## src/rtl/velocimetro_pkg.sv

```systemverilog
// -----------------------------------------------------------------------------
// velocimetro_pkg
// Shared definitions for the speedometer measurement-window logic:
//   - gate_state_e : window controller states (IDLE, GATE, LATCH)
//   - DEFAULT_*    : default timebase / window / counter sizing
//   - cntWidth()   : width of a counter that runs 0..maxCount-1
// -----------------------------------------------------------------------------
package velocimetro_pkg;

  typedef enum logic [1:0] {
    IDLE  = 2'd0,
    GATE  = 2'd1,
    LATCH = 2'd2
  } gate_state_e;

  localparam int unsigned DEFAULT_TICK_DIV   = 10000000;
  localparam int unsigned DEFAULT_GATE_TICKS = 2;
  localparam int unsigned DEFAULT_CNT_W      = 16;

  // A counter with a single state still needs one bit to exist.
  function automatic int unsigned cntWidth(input int unsigned maxCount);
    return (maxCount <= 2) ? 1 : $clog2(maxCount);
  endfunction

endpackage

```

## src/rtl/velocimetro_gate_ctrl_tick_prescaler.sv

```systemverilog
// -----------------------------------------------------------------------------
// tick_prescaler
// Timebase divider: counts 0..TICK_DIV-1 while 'run' is high and emits a
// one-cycle 'tick' on the last count before wrapping. Held at 0 while 'run'
// is low and cleared whenever 'clear' is high.
// Ports:
//   clock  in  system clock, rising edge
//   resetn in  asynchronous active-low reset
//   clear  in  synchronous clear of the count
//   run    in  count enable; low holds the count at 0
//   tick   out one-cycle pulse at count TICK_DIV-1
// -----------------------------------------------------------------------------
module tick_prescaler
  import velocimetro_pkg::*;
#(
  parameter int unsigned TICK_DIV = DEFAULT_TICK_DIV
) (
  input  logic clock,
  input  logic resetn,
  input  logic clear,
  input  logic run,
  output logic tick
);

  localparam int unsigned W = cntWidth(TICK_DIV);
  localparam logic [W-1:0] LAST = W'(TICK_DIV - 1);

  logic [W-1:0] cnt_q, cnt_d;

  always_comb begin
    cnt_d = cnt_q;
    if (clear || !run) begin
      cnt_d = '0;
    end else if (cnt_q == LAST) begin
      cnt_d = '0;
    end else begin
      cnt_d = cnt_q + 1'b1;
    end
  end

  always_ff @(posedge clock or negedge resetn) begin
    if (!resetn) begin
      cnt_q <= '0;
    end else begin
      cnt_q <= cnt_d;
    end
  end

  assign tick = run && (cnt_q == LAST);

endmodule

```

## src/rtl/velocimetro_gate_ctrl.sv

```systemverilog
// -----------------------------------------------------------------------------
// velocimetro_gate_ctrl
// Measurement-window controller for the speedometer. Opens gate windows of
// GATE_TICKS timebase ticks, counts synchronized rising edges of the wheel
// sensor inside each window, and latches the count with a one-cycle strobe.
// Windows run back-to-back (one LATCH cycle between them) while enabled.
// Ports:
//   clock       in  system clock, rising edge
//   resetn      in  asynchronous active-low reset
//   enable      in  high = run windows continuously, low = abort / idle
//   sensor_in   in  raw wheel sensor, asynchronous to clock
//   gate        out high while a window is open
//   busy        out high whenever the controller is not idle
//   count_out   out edge count of the last completed window
//   count_valid out one-cycle strobe, count_out updated this cycle
//   overflow    out last completed window saturated the counter
// -----------------------------------------------------------------------------
module velocimetro_gate_ctrl
  import velocimetro_pkg::*;
#(
  parameter int unsigned TICK_DIV   = DEFAULT_TICK_DIV,
  parameter int unsigned GATE_TICKS = DEFAULT_GATE_TICKS,
  parameter int unsigned CNT_W      = DEFAULT_CNT_W
) (
  input  logic             clock,
  input  logic             resetn,
  input  logic             enable,
  input  logic             sensor_in,
  output logic             gate,
  output logic             busy,
  output logic [CNT_W-1:0] count_out,
  output logic             count_valid,
  output logic             overflow
);

  localparam int unsigned TW = cntWidth(GATE_TICKS);
  localparam logic [TW-1:0] LAST_TICK = TW'(GATE_TICKS - 1);

  gate_state_e state_q, state_d;

  logic sync1_q, sync2_q, prev_q;
  logic edgeEvt;

  logic [TW-1:0]    tickCnt_q, tickCnt_d;
  logic [CNT_W-1:0] acc_q, acc_d;
  logic             sat_q, sat_d;
  logic [CNT_W-1:0] count_q;
  logic             overflow_q;

  logic tick;
  logic inGate;
  logic windowDone;
  logic gateEntry;
  logic latchEntry;

  // Two flops resolve metastability, the third remembers the previous level.
  always_ff @(posedge clock or negedge resetn) begin
    if (!resetn) begin
      sync1_q <= 1'b0;
      sync2_q <= 1'b0;
      prev_q  <= 1'b0;
    end else begin
      sync1_q <= sensor_in;
      sync2_q <= sync1_q;
      prev_q  <= sync2_q;
    end
  end

  assign edgeEvt = sync2_q & ~prev_q;

  assign inGate = (state_q == GATE);

  tick_prescaler #(
    .TICK_DIV(TICK_DIV)
  ) u_prescaler (
    .clock (clock),
    .resetn(resetn),
    .clear (gateEntry),
    .run   (inGate),
    .tick  (tick)
  );

  assign windowDone = inGate && tick && (tickCnt_q == LAST_TICK);

  // Abort is checked before completion so a drop of enable on the final
  // GATE cycle discards the window instead of latching it.
  always_comb begin
    state_d = state_q;
    unique case (state_q)
      IDLE:    if (enable) state_d = GATE;
      GATE: begin
        if (!enable) begin
          state_d = IDLE;
        end else if (windowDone) begin
          state_d = LATCH;
        end
      end
      LATCH:   state_d = enable ? GATE : IDLE;
      default: state_d = IDLE;
    endcase
  end

  assign gateEntry  = (state_d == GATE) && (state_q != GATE);
  assign latchEntry = (state_d == LATCH);

  always_comb begin
    tickCnt_d = tickCnt_q;
    if (gateEntry) begin
      tickCnt_d = '0;
    end else if (inGate && tick) begin
      tickCnt_d = (tickCnt_q == LAST_TICK) ? '0 : tickCnt_q + 1'b1;
    end
  end

  // Saturating edge accumulator; sat records any increment attempted at
  // all-ones so the window is flagged even if more edges follow.
  always_comb begin
    acc_d = acc_q;
    sat_d = sat_q;
    if (gateEntry) begin
      acc_d = '0;
      sat_d = 1'b0;
    end else if (inGate && edgeEvt) begin
      if (&acc_q) begin
        sat_d = 1'b1;
      end else begin
        acc_d = acc_q + 1'b1;
      end
    end
  end

  always_ff @(posedge clock or negedge resetn) begin
    if (!resetn) begin
      state_q   <= IDLE;
      tickCnt_q <= '0;
      acc_q     <= '0;
      sat_q     <= 1'b0;
    end else begin
      state_q   <= state_d;
      tickCnt_q <= tickCnt_d;
      acc_q     <= acc_d;
      sat_q     <= sat_d;
    end
  end

  // Latch from acc_d so an edge in the final GATE cycle is included.
  always_ff @(posedge clock or negedge resetn) begin
    if (!resetn) begin
      count_q    <= '0;
      overflow_q <= 1'b0;
    end else if (latchEntry) begin
      count_q    <= acc_d;
      overflow_q <= sat_d;
    end
  end

  assign gate        = inGate;
  assign busy        = (state_q != IDLE);
  assign count_valid = (state_q == LATCH);
  assign count_out   = count_q;
  assign overflow    = overflow_q;

endmodule
```

## config.mk

```make
export PLATFORM = sky130hd
export DESIGN_NAME = velocimetro_gate_ctrl
export DESIGN_NICKNAME = d
export VERILOG_FILES = /design/src/rtl/velocimetro_pkg.sv /design/src/rtl/velocimetro_gate_ctrl_tick_prescaler.sv /design/src/rtl/velocimetro_gate_ctrl.sv
export SDC_FILE = /design/constraint.sdc
export NUM_CORES = 1
export LEC_CHECK = 0
export ABC_AREA = 0
export BUFFER_PORTS_ARGS = -buffer_cell sky130_fd_sc_hd__buf_4
export CAP_MARGIN = 15
export CORE_UTILIZATION = 50
export DETAILED_ROUTE_END_ITERATION = 7
export PLACE_DENSITY = 0.64
export SYNTH_ARGS = -nofsm -noshare
export SYNTH_HDL_FRONTEND = slang
export SYNTH_SLANG_ARGS = --single-unit
```

## constraint.sdc

```tcl
create_clock -name clock -period 3.85 [get_ports clock]
set_input_delay 0.385 -clock clock [delete_from_list [all_inputs] [get_ports clock]]
set_output_delay 0.385 -clock clock [all_outputs]
set_load 0.01 [all_outputs]
```

Word level (Yosys, flattened, before mapping)
Cells that the tools add are included.
{ "word_totals": {"register_bits": 64, "elab_cells": 48, "out_inout_bits": 20} }
{ "op_classes": {"eq_ne": 6, "mux": 16, "reduce_logical": 11, "n_addsub": 3, "bitwise_logic": 2} }
{ "op_table": {"columns": ["op", "n"], "rows": [
  ["two-way mux 16 bit", 3],
  ["two-way mux 24 bit", 2],
  ["adder 24 x 1 -> 24 bit (second input constant)", 1],
  ["equality test 24 bit (second input constant)", 1],
  ["adder 16 x 1 -> 16 bit (second input constant)", 1],
  ["AND reduction 16 bit", 1],
  ["two-way mux 1 bit", 7],
  ["two-way mux 2 bit", 3],
  ["one-hot mux 2 bit (3 select lines)", 1],
  ["logical AND 1 bit", 5],
  ["equality test 2 x 1 -> 1 bit (second input constant)", 2],
  ["equality test 2 bit (second input constant)", 2],
  ["nonzero test 2 bit", 2],
  ["zero test 2 bit", 1],
  ["!= test 2 x 1 -> 1 bit (second input constant)", 1],
  ["adder 1 bit (second input constant)", 1],
  ["AND 1 bit", 1],
  ["zero test 1 bit", 1],
  ["logical OR 1 bit", 1],
  ["NOT 1 bit", 1]
]} }

Logic depth before layout (Yosys ltp)
{ "logic_depth": {"ltp_word": 11, "mapped_depth": 8, "depth_no_buf": 6} }

Modules after synthesis
A second synthesis with hierarchy kept.
{ "unflattened": {"hier_cells": 297, "area_unflattened_um2": 3078.0} }
{ "modules_own_cells": {"columns": ["mod", "seq_area_each_um2", "instances", "area_per_inst_um2", "cells_per_inst"], "rows": [
  ["velocimetro_gate_ctrl", 1001.0, 1, 1806.7, 168],
  ["tick_prescaler", 600.6, 1, 1271.2, 129]
]} }

Worst setup path before layout
OpenSTA, ideal clock, no wires.
{ "synth_timing": {"path_type": "register to register", "startpoint": "reg u_prescaler.cnt_q[0]", "endpoint": "reg count_q[14], in the netlist count_out[14]", "path_stages_with_launch": 8, "path_buffers": 1, "setup_time_ps": 125, "setup_slack_ps": 1999, "t_required_ps": 3725, "arrival_time_ps": 1726, "path_cell_list": "dfrtp_1 ha_1 and3_1 and2_1 nand4_4 nor2_8 buf_12 mux2_4"} }
{ "synth_via": {"elab_chain_len": 10} }
{ "synth_rtl": {"columns": ["element", "line_no", "rtl"], "rows": [
  ["start: declaration", "velocimetro_gate_ctrl_tick_prescaler.sv:28", "logic [W-1:0] cnt_q, cnt_d;"],
  ["start signal: assignment", "velocimetro_gate_ctrl_tick_prescaler.sv:45", "cnt_q <= cnt_d;"],
  ["equality test 24 bit *", "velocimetro_gate_ctrl_tick_prescaler.sv:49", "assign tick = run && (cnt_q == LAST);"],
  ["logical AND 1 bit *", "velocimetro_gate_ctrl_tick_prescaler.sv:49", null],
  ["logical AND 1 bit * (2 in a row)", "velocimetro_gate_ctrl.sv:83", "assign windowDone = inGate && tick && (tickCnt_q == LAST_TICK);"],
  ["two-way mux 2 bit *", "velocimetro_gate_ctrl.sv:94", "end else if (windowDone) begin"],
  ["two-way mux 2 bit *", "velocimetro_gate_ctrl.sv:92", "if (!enable) begin"],
  ["one-hot mux 2 bit (3 select lines) *", "velocimetro_gate_ctrl.sv:89", "unique case (state_q)"],
  ["named net state_d[1]", "velocimetro_gate_ctrl.sv:39", "gate_state_e state_q, state_d;"],
  ["equality test 2 x 1 -> 1 bit", "velocimetro_gate_ctrl.sv:103", "assign gateEntry = (state_d == GATE) && (state_q != GATE);"],
  ["logical AND 1 bit", "velocimetro_gate_ctrl.sv:103", null],
  ["two-way mux 16 bit", "velocimetro_gate_ctrl.sv:120", "if (gateEntry) begin"],
  ["end signal: assignment", "velocimetro_gate_ctrl.sv:149", "count_q <= '0;"],
  ["end signal: assignment", "velocimetro_gate_ctrl.sv:152", "count_q <= acc_d;"],
  ["end: declaration", "velocimetro_gate_ctrl.sv:47", "logic [CNT_W-1:0] count_q;"]
]} }
Mark *: on every way through the listed nets, which the timed path passes. The rest lies on a longest branch.
A chain may end at the register's enable or synchronous reset.

Final worst setup path
{ "layout_timing": {"startpoint": "reg u_prescaler.cnt_q[0]", "endpoint": "reg count_q[2], in the netlist count_out[2]"} }
{ "layout_via": {"elab_chain_len": 10} }
{ "layout_rtl": {"columns": ["element", "line_no"], "rows": [
  ["equality test 24 bit *", "velocimetro_gate_ctrl_tick_prescaler.sv:49"],
  ["logical AND 1 bit *", "velocimetro_gate_ctrl_tick_prescaler.sv:49"],
  ["logical AND 1 bit * (2 in a row)", "velocimetro_gate_ctrl.sv:83"],
  ["two-way mux 2 bit *", "velocimetro_gate_ctrl.sv:94"],
  ["two-way mux 2 bit *", "velocimetro_gate_ctrl.sv:92"],
  ["one-hot mux 2 bit (3 select lines) *", "velocimetro_gate_ctrl.sv:89"],
  ["equality test 2 x 1 -> 1 bit", "velocimetro_gate_ctrl.sv:103"],
  ["logical AND 1 bit", "velocimetro_gate_ctrl.sv:103"],
  ["two-way mux 16 bit", "velocimetro_gate_ctrl.sv:120"]
]} }
Mark *: on every way between the ends. The rest lies on a longest branch, timed or not.

==> results by group <==
Floorplanning
  – Num rows: 28
  – Io pins: 24
  – CORE AREA: 5960 sq um
  – DIE WIDTH: 80.7 um
  – Die area: 6510 sq um
  – Vert. Die Dim: 80.7 um
  – Starting Density: 52.0%

Logic synthesis
  – Mapped Cells: 290
  – Ys flop type: dfrtp_1
  – Async SR Flop Fraction: 100%
  – Net count after synthesis: 296
  – Avg Inst Size Synth: 10.7 sq um
  – Seq/Total Area, Yosys: 51.7%
  – Yosys reg bits: 64
  – Synth cell types: 49
  – Synthesized cell area: 3100 sq um
  – Syn. warnings: 0
  – Post-synth EDFFs: 0

Route
  – Vias per cell: 5.39
  – Via Count: 2,138
  – Router iterations before antenna repair: 4
  – Initial DRC count: 96
  – Detailed-route wire length: 5640 um
  – ANT nets after route: 0
  – Residual DRC: 0
  – Routed length per placed instance: 14.2 um

Clocking
  – Clock buffer depth: 2
  – Setup repair bufs after CTS: 0
  – Resize count post-CTS: 0
  – Clock Sinks: 64
  – CTS Root Cell: clkbuf_8
  – CTS tree: done
  – TritonCTS Buffers: 9
  – Hold-fix buffer count after cts: 0
  – CTS H-tree depth: 3
  – Clk slew on worst S/H paths: 70 ps
  – Clock Latency Late Sink: 340 ps

Timing
  – Worst-Margin Slew: 795 ps
  – Relative slew slack: 47.0%
  – Max-slew violations: 0
  – Clock skew: 10.0 ps
  – Fin. Hold Viols: 0
  – Period minus WS final: 2210 ps
  – RSZ-0062 raised after global routing: false
  – Tcrit/Tclk final: 57.4%
  – Worst Setup Slack, final: 1640 ps
  – Endpoints failing setup: 0
  – Peak Freq: 452 MHz
  – Setup_tns: 0 ps

Outcome
  – Status: finished, final reports clean

Final layout
  – Area Growth Syn to Fin: 14.0%
  – Finished Layout Cells: 397
  – Number of nets in the layout: 323
  – Fill cells: 546
  – Inserted Diodes: 0
  – Layout cells sized above 1: 18.3%

Job
  – Max-cap violations: 0

Placement
  – Number of buffers inserted by port buffering: 23
  – Post-Place Worst Slack: 1640 ps
  – GP Congestion: 0.845
  – Cells after DPL: 381
  – Hpwl dp: 3740 um

Hold path
  – Worst Hold Class: in2async

Global routing
  – Total GRT Usage: 20.3%
  – First-pass GRT wire length: 9930 um
  – Vias in the first global route: 2,097
  – Initial antenna violation count: 0
  – GRT Residual Overflow: 0
  – Largest net degree at the start of global routing: 65

Setup path
  – Critical Path AT: 2430 ps
  – Kind of critical path: reg2reg
  – Max Fanout on Critical Path: 15
  – CP endpoint kind: flip-flop
  – WP data required: 4070 ps
  – CP startpoint kind: flip-flop

Power and ir drop
  – Pwr dens: 388 nW/um^2
  – Peak supply drop: 0.306 mV
  – Leak: 0.00156 uW
  – Final Total Pwr: 1370 uW
[layer usage]
layer  vias up  part of all wire, %  wire length, um  global-route usage (%)
li1       1065                    -                -                       -
met1      1018                   53             2990                    29.8
met2        44                   41             2300                    28.5
met3        11                  4.0              223                    4.20
met4         0                  2.1              117                    9.46
met5         -                    0                0                       0
[Yosys cell counts (3+ instances only)]
cell type | count | share of area [%]
and4_1 | 6 | 1.7
mux2i_1 | 9 | 2.9
xnor2_1 | 21 | 5.9
mux2_2 | 5 | 1.8
and2_1 | 3 | 0.61
nand3_1 | 9 | 1.5
clkbuf_1 | 3 | 0.36
nor4_1 | 3 | 0.61
a21oi_1 | 5 | 0.81
o21ai_0 | 6 | 0.97
xor2_1 | 8 | 2.3
a31oi_1 | 3 | 0.61
dfrtp_1 | 64 | 52
nand4_1 | 13 | 2.6
nor2b_1 | 4 | 0.81
nor2_1 | 44 | 5.3
inv_1 | 13 | 1.6
nor3_1 | 10 | 1.6
and3_1 | 5 | 1.0
nand2_1 | 20 | 2.4
[cell families (layout without fill, tap and decap cells)]
logic type / after synthesis / in the layout / synth area share [%]
XOR/XNOR: 29 / 29 / 8.20
AO/OA/AOI/OAI: 24 / 24 / 5.21
AND/OR/NAND/NOR: 133 / 133 / 24.6
adder cells (fa/ha/maj): 2 / 2 / 0.808
flip-flops: 64 / 64 / 51.7
buffers and inverters: 22 / 54 / 3.72
multiplexers: 16 / 16 / 5.70
[stage by stage]
step	util [%]	hold WS (ps)	area [sq um]
CTS	59.3	147	3530
global placement	55.5	333	3310
floorplan	-	89.4	3100
detailed placement	55.5	335	3310
finish	59.3	123	3530
global route	59.3	145	3530
[flip-flops by register name (all words and copies together) (netlist names)]
name               count
acc_q                 16
count_out             16
overflow               1
prev_q                 1
sat_q                  1
state_q                2
sync1_q                1
sync2_q                1
tickCnt_q              1
u_prescaler.cnt_q     24
[cell usage in the layout (no fill, tap or decap), types with 5 or more instances in the layout]
cell type  count
nand2_1       20
xnor2_1       21
xor2_1         8
nor3_1        10
nand3_1        9
mux2_2         5
buf_4         24
and4_1         6
and3_1         5
mux2i_1        9
dfrtp_1       64
o21ai_0        6
nand4_1       13
nor2_1        44
clkbuf_8      10
a21oi_1        5
inv_1         13
[path summary, 6_finish.rpt]
| check | start | to | slack [ps] | depth (start not counted) |
|---|---|---|---|---|
| worst max-delay path | u_prescaler.cnt_q[0] | count_out[2] | 1640 | 6 |
| worst min-delay path | resetn | u_prescaler.cnt_q[5] | 120 | 1 |
| worst max register to register | u_prescaler.cnt_q[0] | count_out[2] | 1640 | 6 |
| worst min register to register | sync1_q | sync2_q | 350 | 0 |
| max in group asynchronous | resetn | count_out[6] | 3190 | 1 |
| min in group clock | sensor_in | sync1_q | 160 | 1 |
[critical path, stage by stage, from the launching register on]
cell     delay, ps
dfrtp_1        390
ha_1           200
and3_1         250
and2_1         250
nand4_4        250
nor2_8         370
mux2_2         380
[where the power goes]
part,switching (uW),internal (uW),leakage [uW]
Combinational,30.5,12.6,0.000606
Clock,258,381,0.000106
Sequential,6.60,680,0.000845
Total,295,1070,0.00156
[final cells by class]
type / instances / area [sq um] / area share [%]
clock buffers: 11 / 141 / 4.01
clock inverters: 5 / 80.1 / 2.27
inverters: 14 / 52.6 / 1.49
multi-input cells: 204 / 1380 / 39.1
flip-flops and latches: 64 / 1600 / 45.4
well taps: 75 / 93.8 / 2.66
repair buffers: 24 / 180 / 5.10
Power figures use the tool's default switching activity.
